**config.mk**
```make
export PLATFORM = sky130hd
export DESIGN_NAME = stepgen_multi_flat
export DESIGN_NICKNAME = d
export VERILOG_FILES = /design/src/rtl/stepgen_if.sv /design/src/rtl/stepgen_multi.sv /design/src/flat_wrapper.sv
export SDC_FILE = /design/constraint.sdc
export NUM_CORES = 1
export LEC_CHECK = 0
export CORE_ASPECT_RATIO = 1.1
export CORE_MARGIN = 3
export CORE_UTILIZATION = 45
export CTS_CLUSTER_SIZE = 20
export DETAILED_ROUTE_END_ITERATION = 8
export PLACE_DENSITY = 0.75
export SLEW_MARGIN = 20
export SYNTH_ARGS = -nofsm -noshare
export SYNTH_HDL_FRONTEND = slang
export SYNTH_SLANG_ARGS = --single-unit
```
**constraint.sdc**
```tcl
create_clock -name clk -period 13.25 [get_ports clk]
set_input_delay 2.65 -clock clk [delete_from_list [all_inputs] [get_ports clk]]
set_output_delay 2.65 -clock clk [all_outputs]
set_load 0.01 [all_outputs]
```
**src/rtl/stepgen_if.sv**
```systemverilog
// stepgen_if: command/feedback bundle between frame decode and the step/dir pins
interface stepgen_if #(
  parameter int JOINTS = 3
);
  logic [JOINTS*32-1:0] freq_cmd;
  logic [JOINTS-1:0]    enable;
  logic [JOINTS*32-1:0] position;
  logic [JOINTS-1:0]    step;
  logic [JOINTS-1:0]    dir;
  modport master (output freq_cmd, enable, input position, step, dir);
  modport slave  (input freq_cmd, enable, output position, step, dir);
endinterface

```
**src/rtl/stepgen_multi.sv**
```systemverilog
// stepgen_multi: per-joint DDS step/dir generator with pulse shaping, DIR setup and position feedback
module stepgen_multi #(
  parameter int JOINTS           = 3,
  parameter int ACC_BITS         = 32,
  parameter int PULSE_CYCLES     = 256,
  parameter int DIR_SETUP_CYCLES = 256
) (
  input logic      clk,
  input logic      rst,
  stepgen_if.slave s
);
  localparam int TMAX = PULSE_CYCLES > DIR_SETUP_CYCLES ? PULSE_CYCLES : DIR_SETUP_CYCLES;
  localparam int TW   = TMAX > 1 ? $clog2(TMAX) : 1;
  localparam logic [TW-1:0] T_PULSE = TW'(PULSE_CYCLES - 1);
  localparam logic [TW-1:0] T_SETUP = TW'(DIR_SETUP_CYCLES - 1);
  typedef enum logic [1:0] {IDLE, SETUP, HIGH, LOW} state_t;
  logic [JOINTS-1:0]    step_v, dir_v;
  logic [JOINTS*32-1:0] pos_v;
  assign s.step     = step_v;
  assign s.dir      = dir_v;
  assign s.position = pos_v;
  for (genvar j = 0; j < JOINTS; j++) begin : g_ch
    logic [31:0]         f, mag, pos_q, pos_d;
    logic [ACC_BITS:0]   sum;
    logic [ACC_BITS-1:0] acc_q, acc_d;
    logic [TW-1:0]       tmr_q, tmr_d;
    logic                en, req, fire;
    logic                pend_q, pend_d, pdir_q, pdir_d, step_q, step_d, dir_q, dir_d;
    state_t              st_q, st_d;
    assign f = s.freq_cmd[32*j +: 32];
    always_comb begin
      en     = s.enable[j];
      mag    = f[31] ? -f : f;
      sum    = {1'b0, acc_q} + {{(ACC_BITS - 31){1'b0}}, mag};
      req    = en && f != 0 && sum[ACC_BITS];
      acc_d  = !en ? '0 : f != 0 ? sum[ACC_BITS-1:0] : acc_q;
      fire   = 1'b0;
      st_d   = st_q;
      tmr_d  = tmr_q;
      dir_d  = dir_q;
      case (st_q)
        IDLE:
          if (pend_q && pdir_q == dir_q) begin
            fire  = 1'b1;
            tmr_d = T_PULSE;
            st_d  = HIGH;
          end else if (pend_q) begin
            dir_d = pdir_q;
            tmr_d = T_SETUP;
            st_d  = SETUP;
          end
        SETUP:
          if (tmr_q != 0) tmr_d = tmr_q - TW'(1);
          else if (pend_q) begin
            fire  = 1'b1;
            tmr_d = T_PULSE;
            st_d  = HIGH;
          end else st_d = IDLE;
        HIGH:
          if (tmr_q != 0) tmr_d = tmr_q - TW'(1);
          else begin
            tmr_d = T_PULSE;
            st_d  = LOW;
          end
        LOW:
          if (tmr_q != 0) tmr_d = tmr_q - TW'(1);
          else st_d = IDLE;
        default: st_d = IDLE;
      endcase
      step_d = fire || (step_q && !(st_q == HIGH && tmr_q == 0));
      pos_d  = fire ? pos_q + (dir_q ? 32'd1 : '1) : pos_q;
      // one-deep buffer: a consumed slot accepts a same-cycle request, a full one drops it
      pend_d = !en ? 1'b0 : req ? 1'b1 : pend_q && !fire;
      pdir_d = req && (!pend_q || fire) ? ~f[31] : pdir_q;
    end
    always_ff @(posedge clk or posedge rst)
      if (rst) begin
        acc_q  <= '0;
        pend_q <= 1'b0;
        pdir_q <= 1'b0;
        st_q   <= IDLE;
        tmr_q  <= '0;
        step_q <= 1'b0;
        dir_q  <= 1'b0;
        pos_q  <= '0;
      end else begin
        acc_q  <= acc_d;
        pend_q <= pend_d;
        pdir_q <= pdir_d;
        st_q   <= st_d;
        tmr_q  <= tmr_d;
        step_q <= step_d;
        dir_q  <= dir_d;
        pos_q  <= pos_d;
      end
    assign step_v[j]          = step_q;
    assign dir_v[j]           = dir_q;
    assign pos_v[32*j +: 32]  = pos_q;
  end
endmodule

```
**src/flat_wrapper.sv**
```systemverilog
// flat-port wrapper written by rule: the top's interface ports become plain ports
module stepgen_multi_flat 
#(
  parameter int JOINTS           = 3,
  parameter int ACC_BITS         = 32,
  parameter int PULSE_CYCLES     = 256,
  parameter int DIR_SETUP_CYCLES = 256
)
  (clk, rst, s_freq_cmd, s_enable, s_position, s_step, s_dir);
  stepgen_if #(.JOINTS(JOINTS)) s_i ();
  input logic clk;
  input logic rst;
  input wire logic [$bits(s_i.freq_cmd)-1:0] s_freq_cmd;
  input wire logic [$bits(s_i.enable)-1:0] s_enable;
  output wire logic [$bits(s_i.position)-1:0] s_position;
  output wire logic [$bits(s_i.step)-1:0] s_step;
  output wire logic [$bits(s_i.dir)-1:0] s_dir;
  assign s_i.freq_cmd = s_freq_cmd;
  assign s_i.enable = s_enable;
  assign s_position = s_i.position;
  assign s_step = s_i.step;
  assign s_dir = s_i.dir;
  stepgen_multi #(.JOINTS(JOINTS), .ACC_BITS(ACC_BITS), .PULSE_CYCLES(PULSE_CYCLES), .DIR_SETUP_CYCLES(DIR_SETUP_CYCLES)) u_core (.clk(clk), .rst(rst), .s(s_i));
endmodule
```
## After elaboration in Yosys (flattened, before gate mapping)

Index checks and enable logic that the tools add are counted.

- Bitwise logic cells: 6
- Reduce and logical (&&, ||, !) cells: 54
- Add/subtract/negate cells: 12
- Muxes and demuxes: 69
- Equal/unequal tests: 30

Operators with widths:

| operator | count |
|---|---|
| $mux 32 | 12 |
| $mux 8 | 15 |
| $add 32x32->33 | 3 |
| $add 32x32->32 | 3 |
| $neg 32->32 | 3 |
| $pmux 8 s4 | 3 |
| $reduce_bool 32->1 | 3 |
| $mux 2 | 18 |
| $logic_not 8->1 | 3 |
| $pmux 2 s4 | 3 |
| $reduce_bool 8->1 | 3 |
| $sub 8x1->8 const B | 3 |
| $logic_and 1x1->1 | 21 |
| $ne 2x2->1 const B | 9 |
| $mux 1 | 15 |
| $eq 2x2->1 const B | 6 |
| $ne 2x1->1 const B | 6 |
| $reduce_and 4->1 | 3 |
| $logic_not 1->1 | 9 |
| $ne 3x1->1 const B | 3 |
| $reduce_and 3->1 | 3 |
| $eq 2x1->1 const B | 3 |
| $logic_not 2->1 | 3 |
| $logic_or 1x1->1 | 6 |
| other kinds (3) | 12 |

- Flip-flop bits (word level): 234
- Word-level logic and storage cells: 195

## Longest topological paths before layout

Gate-level depths: netlist of the first run.

- Word-level depth: 8
- Gate-level depth with buffers: 22

## Worst setup path before layout of the first run

No wires, ideal clock.

- Kind: in2reg
- Start point: in s_freq_cmd[65]
- End point: reg u_core.g_ch[2].acc_q[29]
- Path buffers: 0
- Data arrival time: 6.494 ns
- Setup slack: 6.637 ns
- Required time: 13.131 ns
- Cell stages on the path: 20
- Cells stage by stage: inv_1 > ha_1 > nand2_1 > or3_1 > or2_4 > or4_4 > or4_4 > nand2b_4 > o21ai_0 > xnor2_1 > ha_1 > a21o_1 > a21o_1 > a21oi_1 > o21ai_0 > a21o_1 > a21oi_1 > xnor2_1 > o21ai_0 > and2_1

- Longest elaborated chain between the ends: 5
- Elaborated cells between the ends (all ways): 7
- Those cells by class: 2 x add/sub; 1 x eq/ne; 3 x mux; 1 x reduce/logical

Ends and longest elaborated chain:

| element | RTL line | source |
|---|---|---|
| start: declaration | flat_wrapper.sv:13 | `input wire logic [$bits(s_i.freq_cmd)-1:0] s_freq_cmd;` |
| $neg 32->32 | stepgen_multi.sv:33 | `mag = f[31] ? -f : f;` |
| $mux 32 | stepgen_multi.sv:33 |  |
| $add 32x32->33 | stepgen_multi.sv:34 | `sum = {1'b0, acc_q} + {{(ACC_BITS - 31){1'b0}}, mag};` |
| $mux 32 (2 in a row) | stepgen_multi.sv:36 | `acc_d = !en ? '0 : f != 0 ? sum[ACC_BITS-1:0] : acc_q;` |
| end signal: assignment | stepgen_multi.sv:78 | `acc_q <= '0;` |
| end signal: assignment | stepgen_multi.sv:87 | `acc_q <= acc_d;` |
| end: declaration | stepgen_multi.sv:25 | `logic [ACC_BITS-1:0] acc_q, acc_d;` |

Several ways; a longest one is shown, not always the timed one. The select of a mux whose other input is x is not followed.
A chain may end at the register's enable or synchronous reset.

## Worst setup path in the final report of the first run

- Start point: in s_freq_cmd[0]
- End point: reg u_core.g_ch[0].pdir_q

- Longest elaborated chain between the ends: 5
- Elaborated cells between the ends (all ways): 7
- Those cells by class: 2 x add/sub; 1 x mux; 4 x reduce/logical

Ends and longest elaborated chain:

| element | RTL line | source |
|---|---|---|
| $neg 32->32 | stepgen_multi.sv:33 |  |
| $mux 32 | stepgen_multi.sv:33 |  |
| $add 32x32->33 | stepgen_multi.sv:34 |  |
| $logic_and 1x1->1 * | stepgen_multi.sv:35 | `req = en && f != 0 && sum[ACC_BITS];` |
| $logic_and 1x1->1 * | stepgen_multi.sv:74 | `pdir_d = req && (!pend_q \|\| fire) ? ~f[31] : pdir_q;` |
| end signal: assignment | stepgen_multi.sv:89 | `pdir_q <= pdir_d;` |
| end: declaration | stepgen_multi.sv:28 | `logic pend_q, pend_d, pdir_q, pdir_d, step_q, step_d, dir_q, dir_d;` |

Every way passes the cells marked *; elsewhere a longest branch is shown, timed or not.

==> results by group, run 1 <==
Critical path
  • Critical path data required time: ~14 ns
  • CP Launch Type: input pin
  • Worst EP arrival: 7.37 ns
  • Worst r2r dst: u_core.g_ch[1].pos_q[28]
  • Crit path to: u_core.g_ch[0].pdir_q
  • Reg2Reg Depth: 13
  • Critical path fanouts, max: 5
  • Worst r2r src: u_core.g_ch[1].dir_q
  • Critical path capture point type: flip-flop
  • Kind of critical path: input pin to flip-flop
  • CP Launch Point: s_freq_cmd[0]
  • Reg2Reg Setup Slack: 8.73 ns

Floorplan
  • Core Area: between 40000 and 50000 um2
  • IO Count: 203
  • Die area: 47800 um2
  • FP Rows: 81
  • Effective utilization at floorplan: 45.6%
  • Die Ht: 229 um
  • Die width: ~210 um

Synth
  • EDFF count, synth: 0
  • Gate Count Post-Synth: 2480
  • Synthesized area per cell: 8.20 um2
  • Area contributors post-synth: dfrtp_1 (29%), ha_1 (12%), xnor2_1 (7.9%)
  • Post-synthesis sequential area ratio: around 29%
  • Share of synthesized cell area in and, or, nand and nor gates: roughly 18%
  • Net Count, Synth: ~2800
  • Ys flop type: dfrtp_1
  • Synth Area in XOR/XNOR: 10.9%
  • Distinct cells, synth: 75
  • Main combinational cell family by area after synthesis: compound AO/OA/AOI/OAI gates
  • Synth Warn #: 0
  • Yosys reg bits: 234
  • Netlist Area Pre-Place: 20300 um2
  • Cell taking the most area after synthesis: dfrtp_1
  • Mux cell area share after synthesis: less than 1%
  • Yosys top cell area share: between 20% and 30%
  • Compound-cell area share of the yosys netlist: 25.7%
  • Count leader, synth: nand2_1
  • Post-synth top cells: nand2_1 (372), dfrtp_1 (234), o21ai_0 (234)
  • Adder-cell share of the synthesized area: 12.6%
  • Asr flop ratio synth: 100%

Route
  • DRT iter0 DRCs: 940
  • Drt drc: 0
  • Total Routed Length: between 50000 and 60000 um
  • ANT nets after route: 0
  • Drt pass-1 iters: 5
  • WL/cell: 15.5 um
  • DR vias: 18600
  • Drt via density: 5.73

STA
  • Setup violators final: 0
  • Fin crit period: 6.92 ns
  • Fin crit share: ~52%
  • Achievable frequency: 145 MHz
  • Rel. slew slack: 33.4%
  • Final Max Slew Viols: 0
  • Worst-Margin Slew: roughly 1.0 ns
  • Worst clock skew: 0.0133 ns
  • RSZ-0062 raised after global routing: false
  • Setup TNS: 0 ns
  • Hold Vio Cnt, Final: 0

Flow run
  • Max_cap viols: 0

Clock tree
  • Post CTS Setup Buffer Count: 0
  • Total clock sinks: 234
  • CTS Buf Count: 30
  • CTS HTree Levels: 1
  • Clock Path Buffers: 3
  • CTS resizes: 0
  • Hold buffers post-CTS: 0
  • CTS tree: built
  • Worst skew pair latency: ~0.57 ns
  • Clock transition at path regs: 0.06 ns
  • CTS Root Cell: clkbuf_16

Final layout
  • Design Area, Final: 23900 um2
  • Final net count: 2939
  • Area grow syn2layout: 17.4%
  • N_diodes: 0
  • Layout cells sized above 1: 4.10%

Pwr
  • Total power: 0.00586 W
  • Maximum vdd drop: between 0.1 and 0.15 mV
  • Pwr Density: 246 nW/um2
  • Lkg Pwr: 10.6 nW

Placed design
  • Routability cong.: 0.927
  • DP Wirelength: 36800 um
  • Placed instance area: 22800 um2
  • Port Buffers: 202

Global route
  • First-pass GRT wire length: approximately 85000 um
  • Remaining Overflow, GRT: 0
  • Largest net degree at the start of global routing: 102
  • Vias in the first global route: 18200
  • Total track usage: 20.3%
  • Initial antenna violation count: 0

Hold path
  • Worst hold path depth: 1
  • Hold Path Class: flip-flop to flip-flop

Status
  • Status: complete, no violations
==> metal layers <==
| layer | vias up | routed length [um] | global-route usage (%) |
|---|---|---|---|
| li1 | 9260 | - | - |
| met1 | 8798 | 22000 | 25.1 |
| met2 | 422 | 24900 | 36.8 |
| met3 | 86 | 1930 | 2.42 |
| met4 | 0 | 1290 | 6.15 |
| met5 | - | 0 | 0 |
==> cell families after synthesis <==
family                   Yosys count
AND/OR/NAND/NOR                  775
multiplexers                      12
adder cells (fa/ha/maj)          201
XOR/XNOR                         253
buffers and inverters            173
flip-flops                       234
AO/OA/AOI/OAI                    832
==> how the worst min path moves through the flow <==
stage,from,end
after CTS,u_core.g_ch[1].pos_q[31],u_core.g_ch[1].pos_q[31]
after global placement,u_core.g_ch[1].pos_q[31],u_core.g_ch[1].pos_q[31]
after floorplan,u_core.g_ch[2].tmr_q[0],u_core.g_ch[2].tmr_q[0]
after global routing,u_core.g_ch[1].pos_q[31],u_core.g_ch[1].pos_q[31]
after detailed placement,u_core.g_ch[1].pos_q[31],u_core.g_ch[1].pos_q[31]
final,u_core.g_ch[1].pos_q[31],u_core.g_ch[1].pos_q[31]
==> registers in the layout, summed over array words and instances, names as in the netlist <==
| signal | count |
|---|---|
| u_core.g_ch.pdir_q | 3 |
| u_core.g_ch.dir_q | 3 |
| u_core.g_ch.pend_q | 3 |
| u_core.g_ch.pos_q | 96 |
| u_core.g_ch.step_q | 3 |
| u_core.g_ch.tmr_q | 24 |
| u_core.g_ch.st_q | 6 |
| u_core.g_ch.acc_q | 96 |
==> area by class of cell <==
| cell class | instances | area [um2] |
|---|---|---|
| clock buffer | 40 | 870 |
| clock inverter | 16 | 191 |
| fill | 4032 | 20700 |
| inverter | 81 | 312 |
| multi-input combinational | 2073 | 13800 |
| sequential | 234 | 5860 |
| tap | 581 | 727 |
| timing repair buffer | 217 | 2120 |
==> power breakdown <==
group	internal (W)	switching, W
logic	0.00172	0.00198
clock network	0.000537	0.000336
registers	0.00101	0.000279
==> placed cells by master (no fill, tap or decap), drive strengths merged, types with 82 or more instances in the layout <==
cell,synthesis,final
ha,195,195
inv,81,82
clkdlybuf4s50,0,200
nand2,372,372
dfrtp,234,234
o21ai,237,237
a21oi,209,209
xnor2,184,184
a21o,91,91
nor2,125,125
==> worst max-delay path: stages <==
cell	delay, ns
clkdlybuf4s50_1	0.46
inv_1	0.10
ha_1	0.16
nand2_1	0.07
or3_1	0.36
nand2b_1	0.23
or3_1	0.44
or3_1	0.42
o21ai_0	0.21
xnor2_1	0.15
ha_1	0.30
inv_1	0.12
o21bai_1	0.09
a21oi_1	0.18
o21bai_1	0.12
nand2_1	0.09
o31ai_1	0.07
or4_1	0.47
a31o_2	0.25
nand4_1	0.09
mux2_2	0.33
==> metrics by stage <==
stage / setup slack [ns] / hold WS [ns] / std cells / util, %
6_report: 6.33 / 0.471 / 3242 / 53.5
5_1_grt: 5.95 / 0.501 / 3242 / 53.5
4_1_cts: 6.27 / 0.483 / 3242 / 53.5
3_5_place_dp: 5.65 / 0.472 / 3186 / 51.2
3_3_place_gp: 5.72 / 0.459 / 3186 / 51.2
2_1_floorplan: 4.18 / 0.463 / 2480 / -
(Power assumes the default switching activity.)
==> run 2: changes to the inputs <==
Clock period 13.25 ns to 6.4 ns, I/O delays scaled along.
==> results by group, run 2 (synthesis gave the netlist of run 1 again) <==
Final layout
  • N_diodes: 0 (unchanged)
  • Biggest regs: u_core.g_ch.acc_q: 96 flops, u_core.g_ch.pos_q: 96 flops, u_core.g_ch.tmr_q: 24 flops (unchanged)
  • Final net count: 2945 (was 2939)
  • Most frequent cells in the layout: nand2_1 (372), o21ai_0 (234), dfrtp_1 (234) (unchanged)
  • Commonest non-fill, non-tap cell in the layout: nand2_1 (unchanged)
  • Layout cells sized above 1: 4.09% (was 4.10%)
  • Area grow syn2layout: 17.5% (was 17.4%)
  • Finished Layout Cells: 3246 (was 3242)

Clock tree
  • Clock Path Buffers: 3 (unchanged)
  • CTS Root Cell: clkbuf_16 (unchanged)
  • CTS Buf Count: 29 (was 30)
  • Worst skew pair latency: 0.58 ns (was 0.57 ns)
  • CTS resizes: 0 (unchanged)
  • Hold buffers post-CTS: 0 (unchanged)
  • Total clock sinks: 234 (unchanged)
  • CTS HTree Levels: 1 (unchanged)
  • Post CTS Setup Buffer Count: 0 (unchanged)
  • Clock transition at path regs: 0.06 ns (about the same)
  • CTS tree: built (unchanged)

STA
  • Rel. slew slack: 27.2% (was 33.4%)
  • Achievable frequency: 181 MHz
  • Fin crit share: between 80% and 90%
  • Setup TNS: 0 ns (unchanged)
  • Setup WS post-layout: 0.888 ns (was 6.33 ns)
  • Hold Vio Cnt, Final: 0 (unchanged)
  • Worst-Margin Slew: 1.09 ns (was 0.999 ns)
  • Worst clock skew: 0.0354 ns (was 0.0133 ns)
  • Setup violators final: 0 (unchanged)
  • Final Max Slew Viols: 0 (unchanged)
  • RSZ-0062 raised after global routing: false (unchanged)
  • Fin crit period: between 5 and 6 ns

Placed design
  • Routability cong.: 0.944 (was 0.927)
  • Port Buffers: 202 (unchanged)
  • DP Wirelength: 36900 um (was 36800 um)
  • Cell count after placement: 3193 (was 3186)
  • Pre-CTS setup slack: 0.281 ns (was 5.65 ns)

Route
  • Drt pass-1 iters: 7 (was 5)
  • Drt drc: 0 (unchanged)
  • Drt via density: 5.75 (was 5.73)
  • ANT nets after route: 0 (unchanged)
  • DRT iter0 DRCs: 945 (was 940)
  • DR vias: 18700 (was 18600)
  • Total Routed Length: 49800 um (was 50200 um)
  • WL/cell: 15.3 um (was 15.5 um)

Status
  • Status: complete, no violations (unchanged)

Hold path
  • Worst Hold Path EP: u_core.g_ch[1].pos_q[31] (unchanged)
  • Worst hold path depth: 1 (unchanged)
  • Worst Hold Launch: u_core.g_ch[1].pos_q[31] (unchanged)
  • Hold Path Class: flip-flop to flip-flop (unchanged)

Floorplan
  • Core Area: 44600 um2 (unchanged)
  • IO Count: 203 (unchanged)
  • Die width: 209 um (unchanged)
  • Die Ht: 229 um (unchanged)
  • FP Rows: 81 (unchanged)
  • Die area: 47800 um2 (unchanged)
  • Effective utilization at floorplan: 45.6% (unchanged)

Critical path
  • Critical path capture point type: flip-flop (unchanged)
  • Kind of critical path: input pin to flip-flop (unchanged)
  • Worst EP arrival: 5.96 ns (was 7.37 ns)
  • Worst path buffer plus inverter count: 2 (was 3)
  • Crit-path max cell delay: 0.51 ns (was 0.47 ns)
  • Worst r2r src: u_core.g_ch[0].dir_q (was u_core.g_ch[1].dir_q)
  • Worst r2r dst: u_core.g_ch[0].pos_q[28] (was u_core.g_ch[1].pos_q[28])
  • Critical path's slowest cell: or4_4 (was or4_1)
  • CP Launch Type: input pin (unchanged)
  • CP cell instances: clkdlybuf4s50_1 > inv_1 > ha_1 > nand2_1 > or3_1 > or2_4 > or4_4 > or4_4 > nand2b_4 > o21ai_0 > xnor2_1 > ha_1 > a21o_1 > a21o_1 > a21oi_1 > o21ai_0 > a21o_1 > a21oi_1 > xnor2_1 > o21ai_0 > and2_1 (was clkdlybuf4s50_1 > inv_1 > ha_1 > nand2_1 > or3_1 > nand2b_1 > or3_1 > or3_1 > o21ai_0 > xnor2_1 > ha_1 > inv_1 > o21bai_1 > a21oi_1 > o21bai_1 > nand2_1 > o31ai_1 > or4_1 > a31o_2 > nand4_1 > mux2_2)
  • Critical path fanouts, max: 6 (was 5)
  • Reg2Reg Depth: 13 (unchanged)
  • Reg2Reg Setup Slack: 1.49 ns (was 8.73 ns)
  • Critical path data required time: 6.85 ns (was 13.70 ns)
  • Crit-path leading delay family: simple AND/OR/NAND/NOR gates (unchanged)

Global route
  • First-pass GRT wire length: 84900 um (was 85100 um)
  • Vias in the first global route: 18300 (was 18200)
  • Met2 Use GR: 36.7% (was 36.8%)
  • Largest net degree at the start of global routing: 151 (was 102)
  • Met3 Use GR: 2.22% (was 2.42%)
  • Remaining Overflow, GRT: 0 (unchanged)
  • GR peak layer: met2 (unchanged)
  • Routing usage on met1: 24.7% (was 25.1%)
  • Initial antenna violation count: 0 (unchanged)
  • Total track usage: 20.2% (was 20.3%)

Pwr
  • Pwr Density: 507 nW/um2 (was 246 nW/um2)
  • Maximum vdd drop: 0.262 mV (was 0.124 mV)
  • Lkg Pwr: 10.6 nW (about the same)

Flow run
  • Max_cap viols: 0 (unchanged)
[run 2: cell types whose count changed in the layout (fill, tap and decap cells not counted), moves of 2 or more]
cell	before	now
clkbuf_16	31	29
buf_2	2	0
clkinv_2	9	5
clkinvlp_4	2	4
clkdlybuf4s50_1	200	202
buf_4	15	21
inv_8	2	0
[run 2: worst register-to-register path, stage by stage, from the launching register on]
cell,delay [ns]
dfrtp_1,0.53
clkinv_1,0.94
fa_1,0.85
a211oi_1,0.29
nor4_1,0.11
o21ai_0,0.20
nand3b_1,0.15
a2111oi_0,0.61
o21bai_1,0.20
a31oi_1,0.32
o21ai_0,0.14
a21oi_1,0.18
xor2_1,0.15
o21ai_0,0.08
[run 2: per-stage QoR]
step	hold slack [ns]	util (%)	total power, W	instance area (um2)
2_1_floorplan	0.463	-	0.00830	20300
3_3_place_gp	0.459	51.3	0.00999	22900
3_5_place_dp	0.463	51.3	0.0103	22900
4_1_cts	0.475	53.6	0.0121	23900
5_1_grt	0.499	53.6	0.0133	23900
6_report	0.476	53.6	0.0121	23900
[run 2: worst max-delay path by stage]
stage,from,endpoint,slack [ns],depth (start not counted)
2_1_floorplan,s_freq_cmd[65],u_core.g_ch[2].acc_q[29],1.16,20
3_3_place_gp,s_freq_cmd[64],u_core.g_ch[2].acc_q[29],0.41,21
3_5_place_dp,s_freq_cmd[0],u_core.g_ch[0].pdir_q,0.28,21
6_report,s_freq_cmd[64],u_core.g_ch[2].acc_q[29],0.89,21
5_1_grt,s_freq_cmd[64],u_core.g_ch[2].acc_q[29],0.54,21
4_1_cts,s_freq_cmd[0],u_core.g_ch[0].pdir_q,0.90,21
[run 2: final cells by class]
| type | count | area (um2) |
|---|---|---|
| Fill cell | 4084 | 20700 |
| Multi-Input combinational cell | 2073 | 13800 |
| Sequential cell | 234 | 5860 |
| Timing Repair Buffer | 224 | 2200 |
| Clock buffer | 39 | 823 |
| Tap cell | 581 | 727 |
| Inverter | 81 | 308 |
| Clock inverter | 14 | 206 |
[run 2: per-layer routing]
metal / wire [um] / part of all wire [%] / up-vias
met5: 0 / 0 / -
met4: 1650 / 3.3 / 0
met3: 1960 / 3.9 / 113
met2: 24400 / 49 / 416
met1: 21700 / 44 / 8861
li1: - / - / 9287
[run 2: where the power goes]
part	leakage (nW)	internal [W]	total, W	switching [W]
logic	7.23	0.00356	0.00766	0.00410
registers	2.91	0.00210	0.00266	0.000564
clock network	0.500	0.00110	0.00178	0.000683
total	10.6	0.00676	0.0121	0.00535
==> run 3: changes to the inputs <==
Settings changed: ABC_CLOCK_PERIOD_IN_PS set to 6400, CAP_MARGIN set to 5.
==> results of run 3 <==
Final layout, timing and power as in run 2 (identical DEF).
